===== src/rtl/state_sequencer_pkg.sv =====
// Shared definitions for the state sequencer: state, scan direction and op_code encodings.
// Latency: n/a (types and constants only).
// Backpressure: n/a.
package state_sequencer_pkg;

    // CORE_S must stay at encoding 0: it is the reset and fallback state.
    typedef enum logic [2:0] {
        CORE_S       = 3'd0,
        BRANCH_S     = 3'd1,
        CACHE_LOAD_S = 3'd2,
        CACHE_SAVE_S = 3'd3,
        POP_WRITE_S  = 3'd4
    } state_t;

    typedef enum logic {
        SCAN_FWD = 1'b0,
        SCAN_BWD = 1'b1
    } scan_dir_t;

    typedef enum logic [2:0] {
        OP_NOP     = 3'd0,
        OP_INC     = 3'd1,
        OP_DEC     = 3'd2,
        OP_LEFT    = 3'd3,
        OP_RIGHT   = 3'd4,
        OP_OUT     = 3'd5,
        LOOP_OPEN  = 3'd6,
        LOOP_CLOSE = 3'd7
    } op_code_t;

    localparam int CACHE_LINES_DEFAULT = 4;

endpackage


===== src/rtl/state_sequencer_nest_counter.sv =====
// Loop-bracket nesting counter used by the branch scan; flags the matching bracket and overflow.
// Latency: match/overflow combinational from current depth; depth updates on the next edge.
// Backpressure: none; evaluates whenever enable is high.
// Ports: clk, reset_n (sync, active low), dir, instruction, enable, clear -> depth, match, overflow.
module state_sequencer_nest_counter
    import state_sequencer_pkg::*;
#(
    parameter int DEPTH_W = 8
) (
    input  logic               clk,
    input  logic               reset_n,
    input  scan_dir_t          dir,
    input  op_code_t           instruction,
    input  logic               enable,
    input  logic               clear,
    output logic [DEPTH_W-1:0] depth,
    output logic               match,
    output logic               overflow
);

    logic [DEPTH_W-1:0] depth_q, depth_d;
    logic               open_hit, close_hit;

    always_comb begin
        // "Open" is the bracket that nests deeper in the current scan direction.
        open_hit  = enable && (((dir == SCAN_FWD) && (instruction == LOOP_OPEN)) ||
                               ((dir == SCAN_BWD) && (instruction == LOOP_CLOSE)));
        close_hit = enable && (((dir == SCAN_FWD) && (instruction == LOOP_CLOSE)) ||
                               ((dir == SCAN_BWD) && (instruction == LOOP_OPEN)));
        overflow  = open_hit && (&depth_q);
        match     = close_hit && (depth_q == '0);

        depth_d = depth_q;
        if (clear) begin
            depth_d = '0;
        end else if (open_hit && !overflow) begin
            depth_d = depth_q + 1'b1;
        end else if (close_hit && !match) begin
            depth_d = depth_q - 1'b1;
        end
    end

    always_ff @(posedge clk) begin
        if (!reset_n) begin
            depth_q <= '0;
        end else begin
            depth_q <= depth_d;
        end
    end

    assign depth = depth_q;

endmodule


===== src/rtl/state_sequencer.sv =====
// Registered multi-cycle state tracker feeding control_unit.state_in; owns exits of branch/cache/pop states.
// Latency: state follows state_req one cycle after sampling in CORE_S; seq_done pulses in the first CORE_S cycle after a normal exit.
// Backpressure: cache states wait on mem_ack indefinitely unless SEQ_WATCHDOG_EN is defined (then bounded by WDOG_CYCLES).
// Ports: clk, reset_n (sync, active low), state_req, instruction, acc_zero, mem_ack ->
//        state, scan_dir, depth, cache_beat, mem_req, seq_done, depth_err, wdog_err.
// Optional feature macro: SEQ_WATCHDOG_EN (non-core state timeout).
module state_sequencer
    import state_sequencer_pkg::*;
#(
    parameter int DEPTH_W     = 8,
    parameter int CACHE_LINES = CACHE_LINES_DEFAULT,
    parameter int WDOG_CYCLES = 1024,
    localparam int BEAT_W     = (CACHE_LINES > 1) ? $clog2(CACHE_LINES) : 1
) (
    input  logic               clk,
    input  logic               reset_n,
    input  state_t             state_req,
    input  op_code_t           instruction,
    input  logic               acc_zero,
    input  logic               mem_ack,
    output state_t             state,
    output scan_dir_t          scan_dir,
    output logic [DEPTH_W-1:0] depth,
    output logic [BEAT_W-1:0]  cache_beat,
    output logic               mem_req,
    output logic               seq_done,
    output logic               depth_err,
    output logic               wdog_err
);

    localparam logic [BEAT_W-1:0] LAST_BEAT = BEAT_W'(CACHE_LINES - 1);

    state_t            state_q, state_d, state_nrm_d;
    scan_dir_t         scan_dir_q, scan_dir_d;
    logic [BEAT_W-1:0] beat_q, beat_d;
    logic              seq_done_q, seq_done_d, seq_done_nrm_d;
    logic              depth_err_q, depth_err_d;
    logic              nest_en, nest_clear, nest_match, nest_overflow;
    logic              wdog_fire;

    // Branch decisions are made by the control unit before requesting BRANCH_S.
    logic unused_acc_zero;
    assign unused_acc_zero = acc_zero;

    state_sequencer_nest_counter #(.DEPTH_W(DEPTH_W)) u_nest (
        .clk         (clk),
        .reset_n     (reset_n),
        .dir         (scan_dir_q),
        .instruction (instruction),
        .enable      (nest_en),
        .clear       (nest_clear),
        .depth       (depth),
        .match       (nest_match),
        .overflow    (nest_overflow)
    );

    always_comb begin
        state_nrm_d    = state_q;
        scan_dir_d     = scan_dir_q;
        beat_d         = beat_q;
        seq_done_nrm_d = 1'b0;
        depth_err_d    = depth_err_q;
        nest_en        = 1'b0;
        nest_clear     = 1'b0;

        case (state_q)
            CORE_S: begin
                // Sanitise the request so an illegal encoding never reaches the state register.
                case (state_req)
                    CORE_S, BRANCH_S, CACHE_LOAD_S, CACHE_SAVE_S, POP_WRITE_S: state_nrm_d = state_req;
                    default:                                                   state_nrm_d = CORE_S;
                endcase
                if (state_nrm_d == BRANCH_S) begin
                    nest_clear = 1'b1;
                    scan_dir_d = (instruction == LOOP_OPEN) ? SCAN_FWD : SCAN_BWD;
                end
                if ((state_nrm_d == CACHE_LOAD_S) || (state_nrm_d == CACHE_SAVE_S)) begin
                    beat_d = '0;
                end
            end
            BRANCH_S: begin
                nest_en = 1'b1;
                if (nest_overflow) begin
                    // Abort the scan without signalling completion.
                    depth_err_d = 1'b1;
                    state_nrm_d = CORE_S;
                end else if (nest_match) begin
                    state_nrm_d    = CORE_S;
                    seq_done_nrm_d = 1'b1;
                end
            end
            CACHE_LOAD_S, CACHE_SAVE_S: begin
                if (mem_ack) begin
                    if (beat_q == LAST_BEAT) begin
                        state_nrm_d    = CORE_S;
                        seq_done_nrm_d = 1'b1;
                    end else begin
                        beat_d = beat_q + 1'b1;
                    end
                end
            end
            POP_WRITE_S: begin
                state_nrm_d    = CORE_S;
                seq_done_nrm_d = 1'b1;
            end
            default: state_nrm_d = CORE_S;
        endcase

        // A watchdog timeout overrides only a cycle that would otherwise stay non-core.
        state_d    = wdog_fire ? CORE_S : state_nrm_d;
        seq_done_d = seq_done_nrm_d && !wdog_fire;
    end

`ifdef SEQ_WATCHDOG_EN
    localparam int WDOG_W = $clog2(WDOG_CYCLES + 1);
    localparam logic [WDOG_W-1:0] WDOG_LAST = WDOG_W'(WDOG_CYCLES - 1);

    logic [WDOG_W-1:0] wdog_cnt_q, wdog_cnt_d;
    logic              wdog_err_q;

    // Counter reads 0 in the first cycle of every non-core visit.
    always_comb begin
        wdog_cnt_d = (state_q == CORE_S) ? '0 : wdog_cnt_q + 1'b1;
        wdog_fire  = (state_q != CORE_S) && (state_nrm_d != CORE_S) && (wdog_cnt_q == WDOG_LAST);
    end

    always_ff @(posedge clk) begin
        if (!reset_n) begin
            wdog_cnt_q <= '0;
            wdog_err_q <= 1'b0;
        end else begin
            wdog_cnt_q <= wdog_cnt_d;
            if (wdog_fire) begin
                wdog_err_q <= 1'b1;
            end
        end
    end

    assign wdog_err = wdog_err_q;
`else
    localparam int unused_wdog_cycles = WDOG_CYCLES;
    assign wdog_fire = 1'b0;
    assign wdog_err  = 1'b0;
`endif

    always_ff @(posedge clk) begin
        if (!reset_n) begin
            state_q     <= CORE_S;
            scan_dir_q  <= SCAN_FWD;
            beat_q      <= '0;
            seq_done_q  <= 1'b0;
            depth_err_q <= 1'b0;
        end else begin
            state_q     <= state_d;
            scan_dir_q  <= scan_dir_d;
            beat_q      <= beat_d;
            seq_done_q  <= seq_done_d;
            depth_err_q <= depth_err_d;
        end
    end

    assign state      = state_q;
    assign scan_dir   = scan_dir_q;
    assign cache_beat = beat_q;
    assign mem_req    = (state_q == CACHE_LOAD_S) || (state_q == CACHE_SAVE_S);
    assign seq_done   = seq_done_q;
    assign depth_err  = depth_err_q;

endmodule


===== config.mk =====
export PLATFORM = sky130hd
export DESIGN_NAME = state_sequencer
export DESIGN_NICKNAME = d
export VERILOG_FILES = /design/src/rtl/state_sequencer_pkg.sv /design/src/rtl/state_sequencer_nest_counter.sv /design/src/rtl/state_sequencer.sv
export SDC_FILE = /design/constraint.sdc
export NUM_CORES = 1
export LEC_CHECK = 0
export CORE_AREA = 2 2 51 53
export DETAILED_ROUTE_END_ITERATION = 7
export DIE_AREA = 0 0 53 55
export PLACE_DENSITY = 0.75
export SYNTH_ARGS = -nofsm -noshare
export SYNTH_HDL_FRONTEND = slang
export SYNTH_SLANG_ARGS = --single-unit

===== constraint.sdc =====
create_clock -name clk -period 2.62 [get_ports clk]
set_input_delay 0.393 -clock clk [delete_from_list [all_inputs] [get_ports clk]]
set_output_delay 0.393 -clock clk [all_outputs]
set_load 0.01 [all_outputs]

* Word-level counts from Yosys, hierarchy flattened
Index checks and enable logic that the tools add are counted.
W data, S select, Z words.
** Storage, ports and cells
- Register bits after elaboration :: 16
- Input bits :: 10
** Cells by class
- Add/subtract/negate cells :: 3
- Eq/ne operators :: 19
- Mux-type cells :: 22
- Bitwise operators :: 2
- Reductions and logical operators :: 29
** Operator list (count)
- $eq A3 B2 Y1 const B :: 6
- $mux W3 :: 6
- $mux W8 :: 2
- $eq A3 B3 Y1 const B :: 4
- $logic_and A1 B1 Y1 :: 10
- $eq A3 B1 Y1 const B :: 3
- $pmux W3 S3 :: 1
- $add A8 B1 Y8 const B :: 1
- $logic_not A8 Y1 :: 1
- $mux W1 :: 8
- $ne A2 B2 Y1 const B :: 4
- $reduce_and A8 Y1 :: 1
- $sub A8 B1 Y8 const B :: 1
- $logic_not A3 Y1 :: 2
- $mux W2 :: 3
- $reduce_or A5 Y1 :: 1
- $logic_or A1 B1 Y1 :: 4
- $pmux W2 S2 :: 1
- $reduce_and A2 Y1 :: 2
- $reduce_and A4 Y1 :: 1
- $reduce_bool A2 Y1 :: 2
- $reduce_or A2 Y1 :: 2
- $ne A3 B3 Y1 const B :: 1
- $pmux W1 S3 :: 1
- other kinds (5) :: 7

* Longest topological paths before layout
- Depth in word-level cells :: 9
- Gate-level depth with buffers :: 11
- Depth with buffers taken out :: 11

* Cells and area by module
A second synthesis with hierarchy kept.
** Second synthesis, totals
- Cells, all modules :: 125
- Area total of the unflattened synthesis :: 1068.5 sq um
** By module, submodules not included
- state_sequencer_nest_counter :: times used 1, cells an instance 75, area each 623.1 sq um, sequential area each 160.2 sq um
- state_sequencer :: times used 1, cells an instance 50, area each 445.4 sq um, sequential area each 160.2 sq um

* Least setup slack after synthesis
Ideal clock, no wire load.
- Path type :: reg2reg
- From :: register scan_dir_q (netlist: scan_dir)
- To :: register u_nest.depth_q[7] (netlist: u_nest.depth[7])
- Data arrival time :: 2283 ps
- Setup slack :: 216 ps
- Cell stages (with the launch flop) :: 11
- Clock period less this slack :: 2404 ps
- Cells stage by stage :: dfxtp_1 -> xnor2_2 -> nand3_2 -> nor2_4 -> inv_2 -> ha_1 -> a21oi_1 -> a2111oi_0 -> a31oi_2 -> xor2_1 -> nor2_1
** Between the ends
- Cells in the longest elaborated chain, start to end :: 8
- Elaborated cells on any way between the ends :: 17
** Ends and longest elaborated chain
- from (decl) :: RTL line state_sequencer.sv:34 : scan_dir_t scan_dir_q, scan_dir_d;
- from (signal assigned) :: RTL line state_sequencer.sv:155 : scan_dir_q <= scan_dir_d;
- $not A1 Y1 :: RTL line state_sequencer_nest_counter.sv:26, state_sequencer_nest_counter.sv:28
- $logic_and A1 B1 Y1, on equally long branches :: RTL line state_sequencer_nest_counter.sv:26, state_sequencer_nest_counter.sv:28
- $logic_or A1 B1 Y1, on equally long branches :: RTL line state_sequencer_nest_counter.sv:26, state_sequencer_nest_counter.sv:28
- $logic_and A1 B1 Y1, on equally long branches :: RTL line state_sequencer_nest_counter.sv:26, state_sequencer_nest_counter.sv:28
- $logic_and A1 B1 Y1, on equally long branches :: RTL line state_sequencer_nest_counter.sv:30, state_sequencer_nest_counter.sv:31
- $logic_not A1 Y1, on equally long branches :: RTL line state_sequencer_nest_counter.sv:36, state_sequencer_nest_counter.sv:38
- $logic_and A1 B1 Y1, on equally long branches :: RTL line state_sequencer_nest_counter.sv:36, state_sequencer_nest_counter.sv:38
- $mux W8 / $reduce_bool A2 Y1 (equally long branches)
- to (signal assigned) :: RTL line state_sequencer_nest_counter.sv:47 : depth_q <= depth_d;
- to (decl) :: RTL line state_sequencer_nest_counter.sv:21 : logic [DEPTH_W-1:0] depth_q, depth_d;
Several ways; a longest one is shown, not always the timed one.
A chain may end at the register's enable or synchronous reset.

* Final worst setup path
- From :: register u_nest.depth_q[0] (netlist: u_nest.depth[0])
- To :: register u_nest.depth_q[7] (netlist: u_nest.depth[7])
** Between the ends
- Cells in the longest elaborated chain, start to end :: 5
- Elaborated cells on any way between the ends :: 13
** Ends and longest elaborated chain
- branches (longest 5 deep; another with $sub A8 B1 Y8)
Several ways; the timed one is not identified. The select of a mux whose other input is x is not followed.

==> impl_metrics.tcl <==
set metrics [dict create \
    synth.avg_cell_area_um2 8.42 \
    core_area_um2 2360 \
    grt_max_degree 11 \
    arrival_ns 2.61 \
    antenna_found_initial 0 \
    io_pins 28 \
    grt_use_total_pct 18.8 \
    power.share.switching_pct 27.2 \
    gr-total-overflow 0 \
    via_count 1032 \
    critPathMaxFanout 6 \
    final_util_pct 62.3 \
    final_cell_mix "clkdlybuf4s50_1 (25), dfxtp_1 (16), buf_4 (15)" \
    max_freq_mhz 410 \
    die_area_um2 2920 \
    p_leak_nw 0.579 \
    min_path_type "reg2reg" \
    stdcell_count 196 \
    antennaDiodeCount 0 \
    synth-edff-count 0 \
    syn-cell-area_um2 1050 \
    fin_ws_ns 0.179 \
    first_iter_violations 10 \
    dp_hpwl_mm 1.87 \
    yosysWarningCount 0 \
    gp_congestion 0.917 \
    dp.cells 193 \
    ys_types 46 \
    antenna_left 0 \
    p_switching_mw 0.138 \
    layout.nets 182 \
    p_comb_share_pct 23.4 \
    power.internal_mw 0.369 \
    power.total_mw 0.507 \
    worst-r2r-setup-slack_ns 0.18 \
    drt_pass1_iterations 4 \
    synthFlopType "dfxtp_1" \
    clk_latency_ns 0.28 \
    grt_pass1_vias 961 \
    worstSetupPathType "reg2reg" \
    via_per_inst 5.27 \
    initial_utilization_pct 44.5 \
    setup_viol 0 \
    fillers 211 \
    slew_viol_final 0 \
    fp.dieH_um 55 \
    cts-root-buf "clkbuf_4" \
    hold_slack_ns 0.508 \
    clk_path_buf_depth 2 \
    cp.required_ns 2.79 \
    cts_made_buffers 3 \
    synth_cells 125 \
    finalCritPeriodShare_pct 93.2 \
    clock_sinks 16 \
    die_width_um 53 \
    drv_cap 0 \
    synth_top_area_cell "dfxtp_1" \
    row_count 18 \
    cts_tree "done" \
    final_hold_viol_count 0 \
    stdcell_area_um2 1470 \
    async_reset_ff_share_pct 0 \
    ys_seq_elements 16 \
    dp_slack_ns -0.104 \
    grt_setup_unrepaired "false" \
    synth-seq-area-share_pct 30.4 \
    htree_num_levels 1 \
    synth_nets 139 \
    status "complete, no violations" \
    postCtsHoldBufs 0 \
    fin_tns_setup_ns 0 \
    vdd_drop_max_v 0.000254 \
    synth_top_cell_area_share_pct 30.4 \
    crit_path_start_kind "flop" \
    drive_gt1_share_pct 19.3 \
    final_common_cell "clkdlybuf4s50_1" \
    synthTopCellsByArea "dfxtp_1 (30%), a21oi_1 (4.8%), ha_1 (4.8%), nor2_1 (4.3%), nand2_1 (3.6%)" \
    wirelength_mm 2.39 \
    place_area_um2 1440 \
    power_density_nw_per_um2 344 \
    clk_pin_slew_ns 0.09 \
    drcViolationCount 0 \
    p_clk_share_pct 25.3 \
    skew_ns 0.00376 \
    areaGrowthSynthToFinish_pct 40.0 \
    io_buffer_count 25 \
    grt_pass1_wl_mm 3.98 \
    wl_per_cell_um 12.2 \
    finalCriticalPeriod_ns 2.44 \
    endpoint_kind "flop" \
    seqPwrFrac_pct 51.4 \
]
## registers in the layout, indices dropped and copies added (netlist names)
name	count
u_nest.depth	8
state	3
cache_beat	2
depth_err	1
scan_dir	1
seq_done	1
## path summary, 6_finish.rpt
kind	startpoint	endpoint	depth (start not counted)
max reg2reg	u_nest.depth[0]	u_nest.depth[7]	12
min reg2reg	cache_beat[1]	cache_beat[1]	2
max	u_nest.depth[0]	u_nest.depth[7]	12
min	cache_beat[1]	cache_beat[1]	2
## metal layers
metal,wire length (um),track usage [%],vias up
met5,0,0,-
met4,24,6.84,0
met3,100,3.76,4
met2,1110,31.3,25
met1,1160,24.3,467
li1,-,-,536
## cell type report
| class | instances | area [um^2] | area share, % |
|---|---|---|---|
| multi-input cells | 104 | 718 | 48.8 |
| repair buffers | 40 | 363 | 24.6 |
| flip-flops and latches | 16 | 320 | 21.8 |
| well taps | 30 | 37.5 | 2.55 |
| clock buffers | 3 | 22.5 | 1.53 |
| inverters | 3 | 11.3 | 0.765 |
## logic make-up after synthesis
| kind of cell | Yosys count | share of synthesized area (%) |
|---|---|---|
| adders and majority gates | 4 | 4.76 |
| AOI/OAI and AO/OA | 32 | 20.3 |
| DFF | 16 | 30.4 |
| buffers and inverters | 5 | 2.14 |
| muxes | 1 | 0.951 |
| other | 1 | 0.356 |
| and+or+nand+nor | 61 | 36.1 |
| xor gates and xnor gates | 5 | 4.88 |
## synth_stat cells (all sizes together), types with 2 or more instances
master,number
a21boi,4
a21oi,10
a31oi,3
and2,3
and3,5
and4,2
dfxtp,16
ha,4
inv,3
nand2,10
nand3,8
nor2,14
nor2b,4
nor3,2
nor3b,2
o21a,2
o21ai,6
or3,5
xnor2,2
xor2,3
## what timing repair did
action / CTS / global route
setup buffers: 0 / 0
resized for setup: 0 / 3
setup endpoints to repair: 0 / 3
## worst max-delay path: stages, from the launching register on
cell,delay (ns)
dfxtp_1,0.44
and4_1,0.29
and3_2,0.28
nor2_4,0.05
inv_2,0.05
buf_4,0.10
buf_4,0.10
ha_1,0.15
a21oi_1,0.09
a2111oi_1,0.51
a31oi_2,0.07
xor2_1,0.14
nor2_1,0.05
## power by group through the flow
stage               Combinational [mW]  Clock [mW]  Sequential [mW]
CTS                              0.119       0.132            0.260
global placement                 0.116           0            0.265
global route                     0.132       0.144            0.262
detailed placement               0.118           0            0.266
finish                           0.118       0.128            0.260
floorplan                       0.0623           0            0.269
Power figures use the tool's default switching activity.
